===== config.mk =====
export PLATFORM = sky130hd
export DESIGN_NAME = lsu_mem_access
export DESIGN_NICKNAME = d
export VERILOG_FILES = /design/src/rtl/lsu_mem_access_pkg.sv /design/src/rtl/lsu_mem_access_align.sv /design/src/rtl/lsu_mem_access.sv
export SDC_FILE = /design/constraint.sdc
export NUM_CORES = 1
export LEC_CHECK = 0
export ABC_CLOCK_PERIOD_IN_PS = 3990
export CAP_MARGIN = 20
export CORE_MARGIN = 1
export CORE_UTILIZATION = 46
export CTS_CLUSTER_SIZE = 25
export DETAILED_ROUTE_END_ITERATION = 8
export PLACE_DENSITY = 0.85
export RECOVER_POWER = 100
export SKIP_LAST_GASP = 1
export SLEW_MARGIN = 5
export SYNTH_ARGS = -nofsm -noshare
export SYNTH_HDL_FRONTEND = slang
export SYNTH_SLANG_ARGS = --single-unit

===== constraint.sdc =====
create_clock -name clk_i -period 3.99 [get_ports clk_i]
set_clock_uncertainty 0.2 [all_clocks]
set_input_delay 0.798 -clock clk_i [delete_from_list [all_inputs] [get_ports clk_i]]
set_output_delay 0.798 -clock clk_i [all_outputs]
set_load 0.01 [all_outputs]

===== src/rtl/lsu_mem_access_pkg.sv =====
// lsu_mem_access_pkg: shared access-size codes, LSU state encoding and decoder opcodes
package lsu_mem_access_pkg;
    localparam logic [2:0] F3_B  = 3'b000;
    localparam logic [2:0] F3_H  = 3'b001;
    localparam logic [2:0] F3_W  = 3'b010;
    localparam logic [2:0] F3_BU = 3'b100;
    localparam logic [2:0] F3_HU = 3'b101;
    localparam logic [6:0] OP_LOAD  = 7'b0000011;
    localparam logic [6:0] OP_STORE = 7'b0100011;
    typedef enum logic [1:0] {
        IDLE = 2'd0,
        BUSY = 2'd1,
        DONE = 2'd2
    } state_t;
endpackage


===== src/rtl/lsu_mem_access_align.sv =====
// lsu_mem_access_align: byte enables, store lane replication, load extension and misalign detection
module lsu_mem_access_align
    import lsu_mem_access_pkg::*;
#(
    parameter int XLEN = 32
) (
    input  logic [2:0]      funct3,
    input  logic [1:0]      off,
    input  logic [XLEN-1:0] wdata,
    input  logic [XLEN-1:0] rdata,
    output logic [3:0]      be,
    output logic [XLEN-1:0] wlanes,
    output logic [XLEN-1:0] rext,
    output logic            mis
);
    logic       is_b, is_h, uns;
    logic [7:0] b;
    logic [15:0] h;
    // Unsupported size codes fall through to word behaviour
    always_comb begin
        is_b   = funct3 == F3_B || funct3 == F3_BU;
        is_h   = funct3 == F3_H || funct3 == F3_HU;
        uns    = funct3 == F3_BU || funct3 == F3_HU;
        b      = rdata[{off, 3'b000} +: 8];
        h      = rdata[{off[1], 4'b0000} +: 16];
        be     = is_b ? 4'b0001 << off : is_h ? 4'b0011 << off : 4'b1111;
        wlanes = is_b ? {4{wdata[7:0]}} : is_h ? {2{wdata[15:0]}} : wdata;
        rext   = is_b ? {{(XLEN-8){b[7] & ~uns}}, b} :
                 is_h ? {{(XLEN-16){h[15] & ~uns}}, h} : rdata;
        mis    = is_b ? 1'b0 : is_h ? off[0] : off != 2'b00;
    end
endmodule


===== src/rtl/lsu_mem_access.sv =====
// lsu_mem_access: single-outstanding load/store unit with pipeline stall and bus timeout
module lsu_mem_access
    import lsu_mem_access_pkg::*;
#(
    parameter int XLEN    = 32,
    parameter int TIMEOUT = 255
) (
    input  logic            clk_i,
    input  logic            rst_i,
    input  logic            mem_read_i,
    input  logic            mem_write_i,
    input  logic [2:0]      funct3_i,
    input  logic [XLEN-1:0] addr_i,
    input  logic [XLEN-1:0] wdata_i,
    output logic            stall_o,
    output logic [XLEN-1:0] rdata_o,
    output logic            done_o,
    output logic            misalign_o,
    output logic            bus_err_o,
    output logic            mem_req_o,
    output logic            mem_we_o,
    output logic [XLEN-1:0] mem_addr_o,
    output logic [3:0]      mem_be_o,
    output logic [XLEN-1:0] mem_wdata_o,
    input  logic [XLEN-1:0] mem_rdata_i,
    input  logic            mem_ack_i
);
    localparam int CW = TIMEOUT > 1 ? $clog2(TIMEOUT) : 1;
    state_t          state;
    logic [CW-1:0]   cnt;
    logic [2:0]      f3_q, f3_sel;
    logic [1:0]      off_q, off_sel;
    logic            req, mis, tmo;
    logic [3:0]      be;
    logic [XLEN-1:0] wl, rx;
    // In IDLE the aligner sees the incoming request; afterwards the captured one
    always_comb begin
        req       = mem_read_i | mem_write_i;
        f3_sel    = state == IDLE ? funct3_i : f3_q;
        off_sel   = state == IDLE ? addr_i[1:0] : off_q;
        tmo       = TIMEOUT > 0 && cnt == CW'(TIMEOUT - 1);
        stall_o   = state == BUSY || (state == IDLE && req && !mis);
        mem_req_o = state == BUSY;
    end
    lsu_mem_access_align #(.XLEN(XLEN)) u_align (
        .funct3(f3_sel),
        .off   (off_sel),
        .wdata (wdata_i),
        .rdata (mem_rdata_i),
        .be    (be),
        .wlanes(wl),
        .rext  (rx),
        .mis   (mis)
    );
    // Access FSM, timeout counter and registered bus/result outputs
    always_ff @(posedge clk_i) begin
        if (rst_i) begin
            state       <= IDLE;
            cnt         <= '0;
            f3_q        <= '0;
            off_q       <= '0;
            mem_we_o    <= 1'b0;
            mem_addr_o  <= '0;
            mem_be_o    <= '0;
            mem_wdata_o <= '0;
            rdata_o     <= '0;
            done_o      <= 1'b0;
            misalign_o  <= 1'b0;
            bus_err_o   <= 1'b0;
        end else begin
            done_o     <= 1'b0;
            misalign_o <= 1'b0;
            bus_err_o  <= 1'b0;
            case (state)
                IDLE: begin
                    if (req && mis) begin
                        misalign_o <= 1'b1;
                    end else if (req) begin
                        state       <= BUSY;
                        cnt         <= '0;
                        mem_we_o    <= mem_write_i;
                        mem_addr_o  <= {addr_i[XLEN-1:2], 2'b00};
                        mem_be_o    <= be;
                        mem_wdata_o <= wl;
                        f3_q        <= funct3_i;
                        off_q       <= addr_i[1:0];
                    end
                end
                BUSY: begin
                    if (mem_ack_i) begin
                        state  <= DONE;
                        done_o <= 1'b1;
                        if (!mem_we_o) rdata_o <= rx;
                    end else if (tmo) begin
                        state     <= DONE;
                        done_o    <= 1'b1;
                        bus_err_o <= 1'b1;
                        rdata_o   <= '0;
                    end else begin
                        cnt <= cnt + CW'(cnt != '1);
                    end
                end
                default: state <= IDLE;
            endcase
        end
    end
endmodule


==> run metrics <==
# rows 37; biggest area consumer among synthesized cells dfxtp_1; Top Ports 210; CTS tree done; layout cells sized above 1 6.635%; HP Class flop to flop; Buffers on Ports 207; Synth cell types 50; Inst Count DP 948; Post-DRT Antenna Nets 0; Num CTS Buffers 17; largest net degree at the start of global routing 85; Post-synth ARST share 0%; grt ovf 0; Lkg Pwr 3.229 nW; clock sinks 117; DR pass1 iterations 6; endpoint of the worst hold path rdata_o[20]$_SDFFE_PP0P_; pins over their slew limit 0; CTS root buf clkbuf_8; gr usage total 30.27%; HPWL Detailed 11730 um; total wire length 17180 um; Post-synth EDFFs 0; Max-cap violations 0; startpoint of the worst hold path rdata_o[20]$_SDFFE_PP0P_; Area Overhead vs Synth 54.88%; Wirelength per Cell 17.53 um; initial antenna violation count 0; Cell Count, Final, Fillers Out 980; outcome finished clean; largest family of logic cells by synthesized area simple AND/OR/NAND/NOR gates; Reg power frac 34.7%; WP data required 2.99 ns; initial core utilization 48.23%; clock power share 40.3%; Synthesis Warnings 0; top cells by area, synth dfxtp_1, nand2_1, a21oi_1; commonest non-fill, non-tap cell in the layout nand2_1; H-tree levels 4; worst hold path depth 2; Min Hold Slack 0.2452 ns; Max Buffers Root-to-Sink 2; Sw Share 29.60%; vias in the first global route 5454; CP startpoint kind input port; Vias 5601; setup ws final 0.1466 ns; final core occ 74.70%; CP arrival 2.85 ns; Worst-path clk slew 0.06 ns; power share of the combinational group 25.1%; r2r startpoint state[0]$_SDFFE_PP0P_; Gates resized, CTS repair 0; maximum clock frequency 260.2 MHz; Max-Slew Margin vs Limit 27.59%; fin crit period 3.843 ns; area share of xor/xnor cells in the synthesized design 0%; # hold bufs at CTS 0; worst slew pin tran 1.081 ns; Starting DRT DRC Count 532; Reg2Reg Setup Slack 0.39 ns; die height 107.0 um; critical path endpoint category primary output; Skew-Pair Late Insertion Delay 0.51 ns; die span in x 107.0 um; RR Endpoint rdata_o[26]$_SDFFE_PP0P_; setup bufs post-CTS 0; register bit total from synthesis 117; power density over the cells 508.5 nW/um2; Final Hold Fails 0; cell count after synthesis 636; Worst Path Max Fanout 4; r2r worst-path depth 7; most frequent cells in the layout nand2_1, dfxtp_1, clkdlybuf4s50_1, dlygate4sd3_1, nor2_1; Reg area 2342 um2; NetSw 1.182 mW; CP Class input port to primary output; Final nets 941; Core Region 10510 um2; fill cell count 789; die area 11440 um2; gpl congestion 0.8492; setup TNS 0 ns; crit share post-route 96.33%; final setup fails 0; Avg Synthesized Cell Area 7.970 um2; Synth Area in Simple Gates 23.65%; footprint of the multi-input gates 2514 um2; DRC 0; internal cell power 2.810 mW; first-pass GRT wire length 27050 um; mux cell area share after synthesis 2.839%; register area share after synthesis 46.21%; Top FF cell, synth dfxtp_1; synthesized area 5069 um2; RSZ-0062 raised after global routing false; Synth top area share 46.21%; vias per cell 5.715; VDD IR max 0.3123 mV; ANT cells 0; Synth Area in Compound Gates 21.11%; worst slack, placed 0.1360 ns; adder-cell share of the synthesized area 1.481%
[routing by layer]
metal	wire length (um)	part of all wire, %	GRT usage (%)	up-vias
met4	667	3.9	16.34	0
met3	1384	8.1	7.599	59
met1	6614	39	34.97	2616
met5	0	0	0	-
li1	-	-	-	2619
met2	8512	50	51.29	307
[sequential cells by signal, summed over array words and instances, names as in the netlist]
register	cells
mem_wdata_o	32
rdata_o	32
mem_addr_o	30
cnt	8
mem_be_o	4
f3_q	3
off_q	2
state	2
bus_err_o	1
done_o	1
mem_we_o	1
misalign_o	1
[cell type report]
type                            count  share of cell area, %
Inverter                           10                 0.4782
Tap cell                          136                  2.168
Clock buffer                       21                  5.850
Sequential cell                   117                  29.84
Timing Repair Buffer              219                  27.45
Multi-Input combinational cell    466                  32.02
Clock inverter                     11                  2.200
[synth_stat cells (2+ instances only)]
library cell,n
o32ai_1,4
buf_4,3
o211ai_1,4
nand3_1,20
nor2_1,64
nor2b_1,2
o21a_1,2
mux2i_1,2
a211oi_1,9
a22oi_1,9
a21oi_1,57
a32o_1,7
and3_1,3
nand2b_1,4
a311oi_1,26
a221o_1,8
dfxtp_1,117
o21ai_1,2
nor3_1,10
nor3b_1,3
nand2_1,175
inv_1,8
mux2_2,9
ha_1,6
clkbuf_1,28
o21ai_0,17
nor4_1,3
buf_2,11
inv_2,2
[worst max-delay path by stage]
stage                     depth (start not counted)         from       to
after floorplan                                   6    addr_i[1]  stall_o
after global placement                            6  funct3_i[0]  stall_o
after detailed placement                          6  funct3_i[0]  stall_o
after CTS                                         6  funct3_i[0]  stall_o
after global routing                              6  funct3_i[0]  stall_o
final                                             6  funct3_i[0]  stall_o
[cell families (layout without fill, tap and decap cells)]
| group | count (synthesis) | in the layout |
|---|---|---|
| flops | 117 | 117 |
| simple gates | 291 | 291 |
| mux | 12 | 12 |
| fa+ha+maj | 6 | 6 |
| other cells | 1 | 2 |
| compound gates | 155 | 155 |
| buf+inv | 54 | 261 |
[worst max-delay path: stages]
cell	delay (ns)
clkdlybuf4s50_1	0.43
nor4b_1	0.19
a211oi_1	0.65
o21ai_4	0.12
nand2_1	0.12
clkdlybuf4s50_1	0.53
[power by group through the flow]
stage | combinational (mW) | clock (mW) | sequential, mW
2_1_floorplan | 0.461 | 0 | 1.46
3_3_place_gp | 1.00 | 0 | 1.40
3_5_place_dp | 1.03 | 0 | 1.41
4_1_cts | 1.05 | 1.62 | 1.39
5_1_grt | 1.08 | 1.68 | 1.40
6_report | 1.00 | 1.61 | 1.38
[through the flow]
stage	power [mW]	instance area, um2
6_report	3.992	7850
5_1_grt	4.157	7850
4_1_cts	4.058	7874
3_5_place_dp	2.439	7242
3_3_place_gp	2.399	7242
2_1_floorplan	1.917	5072
Power figures use the tool's default switching activity.
